File: config.mk
export PLATFORM = sky130hd
export DESIGN_NAME = edge_pixel_scanner
export DESIGN_NICKNAME = d
export VERILOG_FILES = /design/src/rtl/edge_pixel_scanner.sv
export SDC_FILE = /design/constraint.sdc
export NUM_CORES = 1
export LEC_CHECK = 0
export CAP_MARGIN = 20
export CORE_MARGIN = 2
export CORE_UTILIZATION = 49
export CTS_CLUSTER_SIZE = 24
export DETAILED_ROUTE_END_ITERATION = 16
export PLACE_DENSITY = 0.76
export SYNTH_ARGS = -nofsm -noshare
export SYNTH_HDL_FRONTEND = slang
export SYNTH_SLANG_ARGS = --single-unit
File: constraint.sdc
create_clock -name clk -period 2.3 [get_ports clk]
set_clock_uncertainty 0.2 [all_clocks]
set_input_delay 0.23 -clock clk [delete_from_list [all_inputs] [get_ports clk]]
set_output_delay 0.23 -clock clk [all_outputs]
set_load 0.05 [all_outputs]
File: src/rtl/edge_pixel_scanner.sv
// edge_pixel_scanner: raster-scans the binary edge image and streams the (x, y)
// of every set pixel over valid/ready, absorbing 1-cycle RAM latency with a skid.
`default_nettype none

module edge_pixel_scanner #(
    parameter int X_MAX   = 1000,
    parameter int Y_MAX   = 1000,
    parameter int MSB_XY  = 11,
    parameter int MSB_CNT = 19
) (
    input  logic               clk,
    input  logic               reset,
    input  logic               start_i,
    output logic               rd_en_o,
    output logic [MSB_XY:0]    rd_x_o,
    output logic [MSB_XY:0]    rd_y_o,
    input  logic               rd_data_i,
    output logic               pix_valid_o,
    input  logic               pix_ready_i,
    output logic [MSB_XY:0]    x_out_o,
    output logic [MSB_XY:0]    y_out_o,
    output logic               busy_o,
    output logic               done_o,
    output logic [MSB_CNT:0]   edge_count_o
);

    localparam logic [1:0] S_IDLE  = 2'd0;
    localparam logic [1:0] S_SCAN  = 2'd1;
    localparam logic [1:0] S_DRAIN = 2'd2;

    localparam logic [MSB_XY:0]  X_LAST   = (MSB_XY+1)'(X_MAX);
    localparam logic [MSB_XY:0]  Y_LAST   = (MSB_XY+1)'(Y_MAX);
    localparam logic [MSB_XY:0]  XY_ONE   = (MSB_XY+1)'(1);
    localparam logic [MSB_CNT:0] CNT_ONE  = (MSB_CNT+1)'(1);
    localparam logic [MSB_CNT:0] CNT_FULL = '1;

    logic [1:0]        state_q, state_d;
    logic [MSB_XY:0]   scan_x_q, scan_x_d;
    logic [MSB_XY:0]   scan_y_q, scan_y_d;
    logic              pipe_v_q;
    logic [MSB_XY:0]   pipe_x_q, pipe_y_q;
    logic              out_v_q, out_v_d;
    logic [MSB_XY:0]   out_x_q, out_x_d;
    logic [MSB_XY:0]   out_y_q, out_y_d;
    logic              skid_v_q, skid_v_d;
    logic [MSB_XY:0]   skid_x_q, skid_x_d;
    logic [MSB_XY:0]   skid_y_q, skid_y_d;
    logic [MSB_CNT:0]  cnt_q, cnt_d;

    logic w_consume;
    logic w_out_free;
    logic w_stall;
    logic w_rd_en;
    logic w_ret;
    logic w_drained;

    assign w_consume  = out_v_q & pix_ready_i;
    assign w_out_free = ~out_v_q | w_consume;
    assign w_stall    = out_v_q & ~pix_ready_i;
    // A read is only issued when its return is guaranteed a free slot.
    assign w_rd_en    = (state_q == S_SCAN) & ~skid_v_q & ~w_stall;
    assign w_ret      = pipe_v_q & rd_data_i;
    assign w_drained  = ~pipe_v_q & ~skid_v_q & w_out_free;

    always_comb begin
        state_d  = state_q;
        scan_x_d = scan_x_q;
        scan_y_d = scan_y_q;
        case (state_q)
            S_IDLE: begin
                if (start_i) begin
                    state_d  = S_SCAN;
                    scan_x_d = '0;
                    scan_y_d = '0;
                end
            end
            S_SCAN: begin
                if (w_rd_en) begin
                    if (scan_x_q == X_LAST) begin
                        scan_x_d = '0;
                        if (scan_y_q == Y_LAST) begin
                            scan_y_d = '0;
                            state_d  = S_DRAIN;
                        end else begin
                            scan_y_d = scan_y_q + XY_ONE;
                        end
                    end else begin
                        scan_x_d = scan_x_q + XY_ONE;
                    end
                end
            end
            S_DRAIN: begin
                if (w_drained) begin
                    state_d = S_IDLE;
                end
            end
            default: state_d = S_IDLE;
        endcase
    end

    // Output register is refilled from the skid first so raster order holds.
    always_comb begin
        out_v_d  = out_v_q;
        out_x_d  = out_x_q;
        out_y_d  = out_y_q;
        skid_v_d = skid_v_q;
        skid_x_d = skid_x_q;
        skid_y_d = skid_y_q;
        if (w_out_free) begin
            if (skid_v_q) begin
                out_v_d  = 1'b1;
                out_x_d  = skid_x_q;
                out_y_d  = skid_y_q;
                skid_v_d = w_ret;
                if (w_ret) begin
                    skid_x_d = pipe_x_q;
                    skid_y_d = pipe_y_q;
                end
            end else if (w_ret) begin
                out_v_d = 1'b1;
                out_x_d = pipe_x_q;
                out_y_d = pipe_y_q;
            end else begin
                out_v_d = 1'b0;
            end
        end else if (w_ret) begin
            skid_v_d = 1'b1;
            skid_x_d = pipe_x_q;
            skid_y_d = pipe_y_q;
        end
    end

    always_comb begin
        cnt_d = cnt_q;
        if (w_consume && (cnt_q != CNT_FULL)) begin
            cnt_d = cnt_q + CNT_ONE;
        end
        if ((state_q == S_IDLE) && start_i) begin
            cnt_d = '0;
        end
    end

    always_ff @(posedge clk) begin
        if (reset) begin
            state_q  <= S_IDLE;
            scan_x_q <= '0;
            scan_y_q <= '0;
            pipe_v_q <= 1'b0;
            pipe_x_q <= '0;
            pipe_y_q <= '0;
            out_v_q  <= 1'b0;
            out_x_q  <= '0;
            out_y_q  <= '0;
            skid_v_q <= 1'b0;
            skid_x_q <= '0;
            skid_y_q <= '0;
            cnt_q    <= '0;
        end else begin
            state_q  <= state_d;
            scan_x_q <= scan_x_d;
            scan_y_q <= scan_y_d;
            pipe_v_q <= w_rd_en;
            if (w_rd_en) begin
                pipe_x_q <= scan_x_q;
                pipe_y_q <= scan_y_q;
            end
            out_v_q  <= out_v_d;
            out_x_q  <= out_x_d;
            out_y_q  <= out_y_d;
            skid_v_q <= skid_v_d;
            skid_x_q <= skid_x_d;
            skid_y_q <= skid_y_d;
            cnt_q    <= cnt_d;
        end
    end

    assign rd_en_o      = w_rd_en;
    assign rd_x_o       = scan_x_q;
    assign rd_y_o       = scan_y_q;
    assign pix_valid_o  = out_v_q;
    assign x_out_o      = out_x_q;
    assign y_out_o      = out_y_q;
    assign busy_o       = (state_q == S_SCAN) | (state_q == S_DRAIN);
    assign done_o       = (state_q == S_DRAIN) & w_drained;
    assign edge_count_o = cnt_q;

endmodule

`default_nettype wire

==> impl_metrics.toml <==
[status]
status = "finished with violations"
violations = "negative setup slack"

[floorplan]
die_y_um = 107
core_area_sq_um = 10300
die_w_um = 107
io_pins = 77
die_area_sq_um = 11500
rows = 37
start_util_pct = 50.5

[timing]
worst_slew_pin_slew_ps = 519
fin_hold_ws_ps = 253
worst_slack_ps = -43.7
slew_violations = 0
period_needed_ps = 2340
fmax_ghz = 0.427
setup_viol = 3
min_period_over_period_pct = 102
slew_headroom_pct = 64.5
rsz0062_at_grt = "yes"
finalHoldViolCount = 0
finalSetupTns_ps = -51.6

[routing]
wl_per_cell_um = 14.4
post_drt_via_cell_ratio = 5.49
vias = 4737
antenna_left = 0
finalWirelength_um = 12400
drc = 0
first_iter_violations = 237
firstDrtPassIters = 5

[synth]
synthTopCellsByArea = "dfxtp_1, nand2_1, a21oi_1"
ys_ff_latch = 121
syn_avg_cell_area_sq_um = 8.36
synthCells = 623
yosys_warnings = 0
ys_seq_area_share_pct = 46.5
synthesis.nets = 638
synth_top_area_share_pct = 46.5
synth_cell_types = 45
synth_area_sq_um = 5210
yosysMostFrequentCell = "dfxtp_1"
synth_top_flop_cell = "dfxtp_1"
yosys.area.top_type = "dfxtp_1"
ys_top_cells_by_count = "dfxtp_1, nand2_1, a21oi_1, nor2_1, clkbuf_1"
synth_edf_count = 0
async_flop_share_pct = 0

[place]
place_congestion = 0.883
port_buffers = 76
hpwl_um = 8460

[setup_path]
worstPathMaxFanout = 11
critPathLaunchType = "register"
worstPathRequired_ps = 2540
worstPathArrival_ps = 2580
cp_slowest_stage_delay_ps = 470
path_buf_inv = 2
end_kind = "register"
path_cells = "inv_4 > ha_4 > or4b_4 > o31ai_4 > nand4_1 > buf_6 > or4_4 > a21oi_2"
critPathSlowestCell = "or4b_4"
critPathTopFamily = "simple AND/OR/NAND/NOR gates"
critPathKind = "reg -> reg"

[power]
finalPower_mw = 5.96
powerDensity_nw_per_um2 = 858
p_leak_nw = 2.38
vdd_ir_drop_max_mv = 0.774

[clocking]
htreeDepth = 4
root_buffer = "clkbuf_8"
clkLatencyLatePin_ps = 510
cts.sinks = 121
cts_tree = "built"
clkTransAtPathRegs_ps = 50
clockBufferDepth = 2
cts_buffers = 17

[cells_and_area]
area_delta_synth_final_pct = 33.3
fillers = 844
antenna_cells = 0
final_nets = 732
drive_gt1_share_pct = 12.8

[grt]
grt-ovfl-total = 0
grt_max_degree = 51
grt_pass1_vias = 4633
grt_pass1_wl_um = 21400
antenna_found_initial = 0
grt_use_total_pct = 23.1

[worst_hold_path]
hp-class = "reg -> reg"

[run]
drv_cap = 0
-- logic make-up (layout without fill, tap and decap cells) --
family                     count (synthesis)  after routing  synth area share [%]
adders and majority gates                 10             10                  2.40
xor gates and xnor gates                  25             25                  4.20
buffers and inverters                     47            151                  3.43
muxes                                     28             28                  5.40
DFF                                      121            121                  46.5
and+or+nand+nor                          261            261                  23.1
AOI/OAI and AO/OA                        131            131                  14.9
-- registers in the layout, indices dropped and copies added (netlist names) --
| register | cells |
|---|---|
| state_q | 2 |
| rd_y_o | 12 |
| edge_count_o | 20 |
| skid_x_q | 12 |
| pipe_y_q | 12 |
| y_out_o | 12 |
| rd_x_o | 12 |
| pipe_v_q | 1 |
| skid_v_q | 1 |
| skid_y_q | 12 |
| pipe_x_q | 12 |
| pix_valid_o | 1 |
| x_out_o | 12 |
-- through the flow --
step	utilization (%)	cell area, sq um	setup WS (ps)	instances
after CTS	66.4	6860	-23.6	861
after floorplan	-	5230	1.36	623
after global placement	60.9	6290	29.4	831
final	67.2	6940	-43.7	863
after detailed placement	60.9	6290	-51.3	831
after global routing	67.2	6940	-120	863
-- layer usage --
metal / wire, um / up-vias / share of wire, % / track usage (%)
met5: 0 / - / 0 / 0
met4: 183 / 0 / 1.5 / 9.00
met3: 647 / 16 / 5.2 / 6.50
met2: 5800 / 142 / 47 / 37.1
met1: 5790 / 2224 / 47 / 29.5
li1: - / 2355 / - / -
-- worst reg2reg max path, cell delays in order (launching register included) --
cell and delay [ps]:
dfxtp_4 350, inv_4 60, ha_4 120, or4b_4 470, o31ai_4 210, nand4_1 130, buf_6 170, or4_4 410
a21oi_2 140
-- placed cells by master (no fill, tap or decap), drive strengths merged, types with 7 or more instances in the layout --
| cell | synthesis | layout |
|---|---|---|
| a21oi | 70 | 70 |
| inv | 11 | 11 |
| clkdlybuf4s50 | 0 | 62 |
| and4 | 7 | 7 |
| o21ai | 18 | 18 |
| mux2i | 27 | 27 |
| xor2 | 12 | 12 |
| xnor2 | 13 | 13 |
| dfxtp | 121 | 121 |
| nor3 | 7 | 7 |
| nand3 | 15 | 15 |
| buf | 5 | 37 |
| nor2 | 60 | 60 |
| clkbuf | 30 | 26 |
| nand4 | 14 | 14 |
| or3 | 11 | 11 |
| a211oi | 27 | 27 |
| nand2b | 7 | 7 |
| nand2 | 118 | 118 |
| ha | 10 | 10 |
-- worst paths after layout --
path	to	startpoint	cells past startpoint	slack, ps
worst max-delay path	rd_y_o[6]	rd_x_o[0]	8	-40
worst min-delay path	skid_y_q[5]	skid_y_q[5]	2	250
worst max register to register	rd_y_o[6]	rd_x_o[0]	8	-40
worst min register to register	skid_y_q[5]	skid_y_q[5]	2	250
-- final cells by class --
| type | instances | area, sq um | area share [%] |
|---|---|---|---|
| multi-input combinational | 455 | 2690 | 38.7 |
| sequential | 121 | 2440 | 35.2 |
| timing repair buffer | 110 | 1080 | 15.6 |
| clock buffer | 26 | 498 | 7.17 |
| tap | 136 | 170 | 2.45 |
| inverter | 12 | 48.8 | 0.703 |
| clock inverter | 3 | 15.0 | 0.216 |
-- where the power goes --
| part | internal [mW] | total (mW) | switching, mW |
|---|---|---|---|
| Clock | 1.44 | 2.27 | 0.828 |
| Combinational | 0.529 | 1.41 | 0.886 |
| Sequential | 2.20 | 2.28 | 0.0780 |
| Total | 4.17 | 5.96 | 1.79 |
-- timing repair --
action                                  in CTS  in global routing
hold endpoints to repair                    12                  0
pin swaps                                    1                  5
resized for setup                           17                 21
gates cloned                                 0                  0
setup buffers                                0                  3
endpoints found under the setup margin      15                 20
hold buffers                                 1                  0
(Power assumes the default switching activity.)
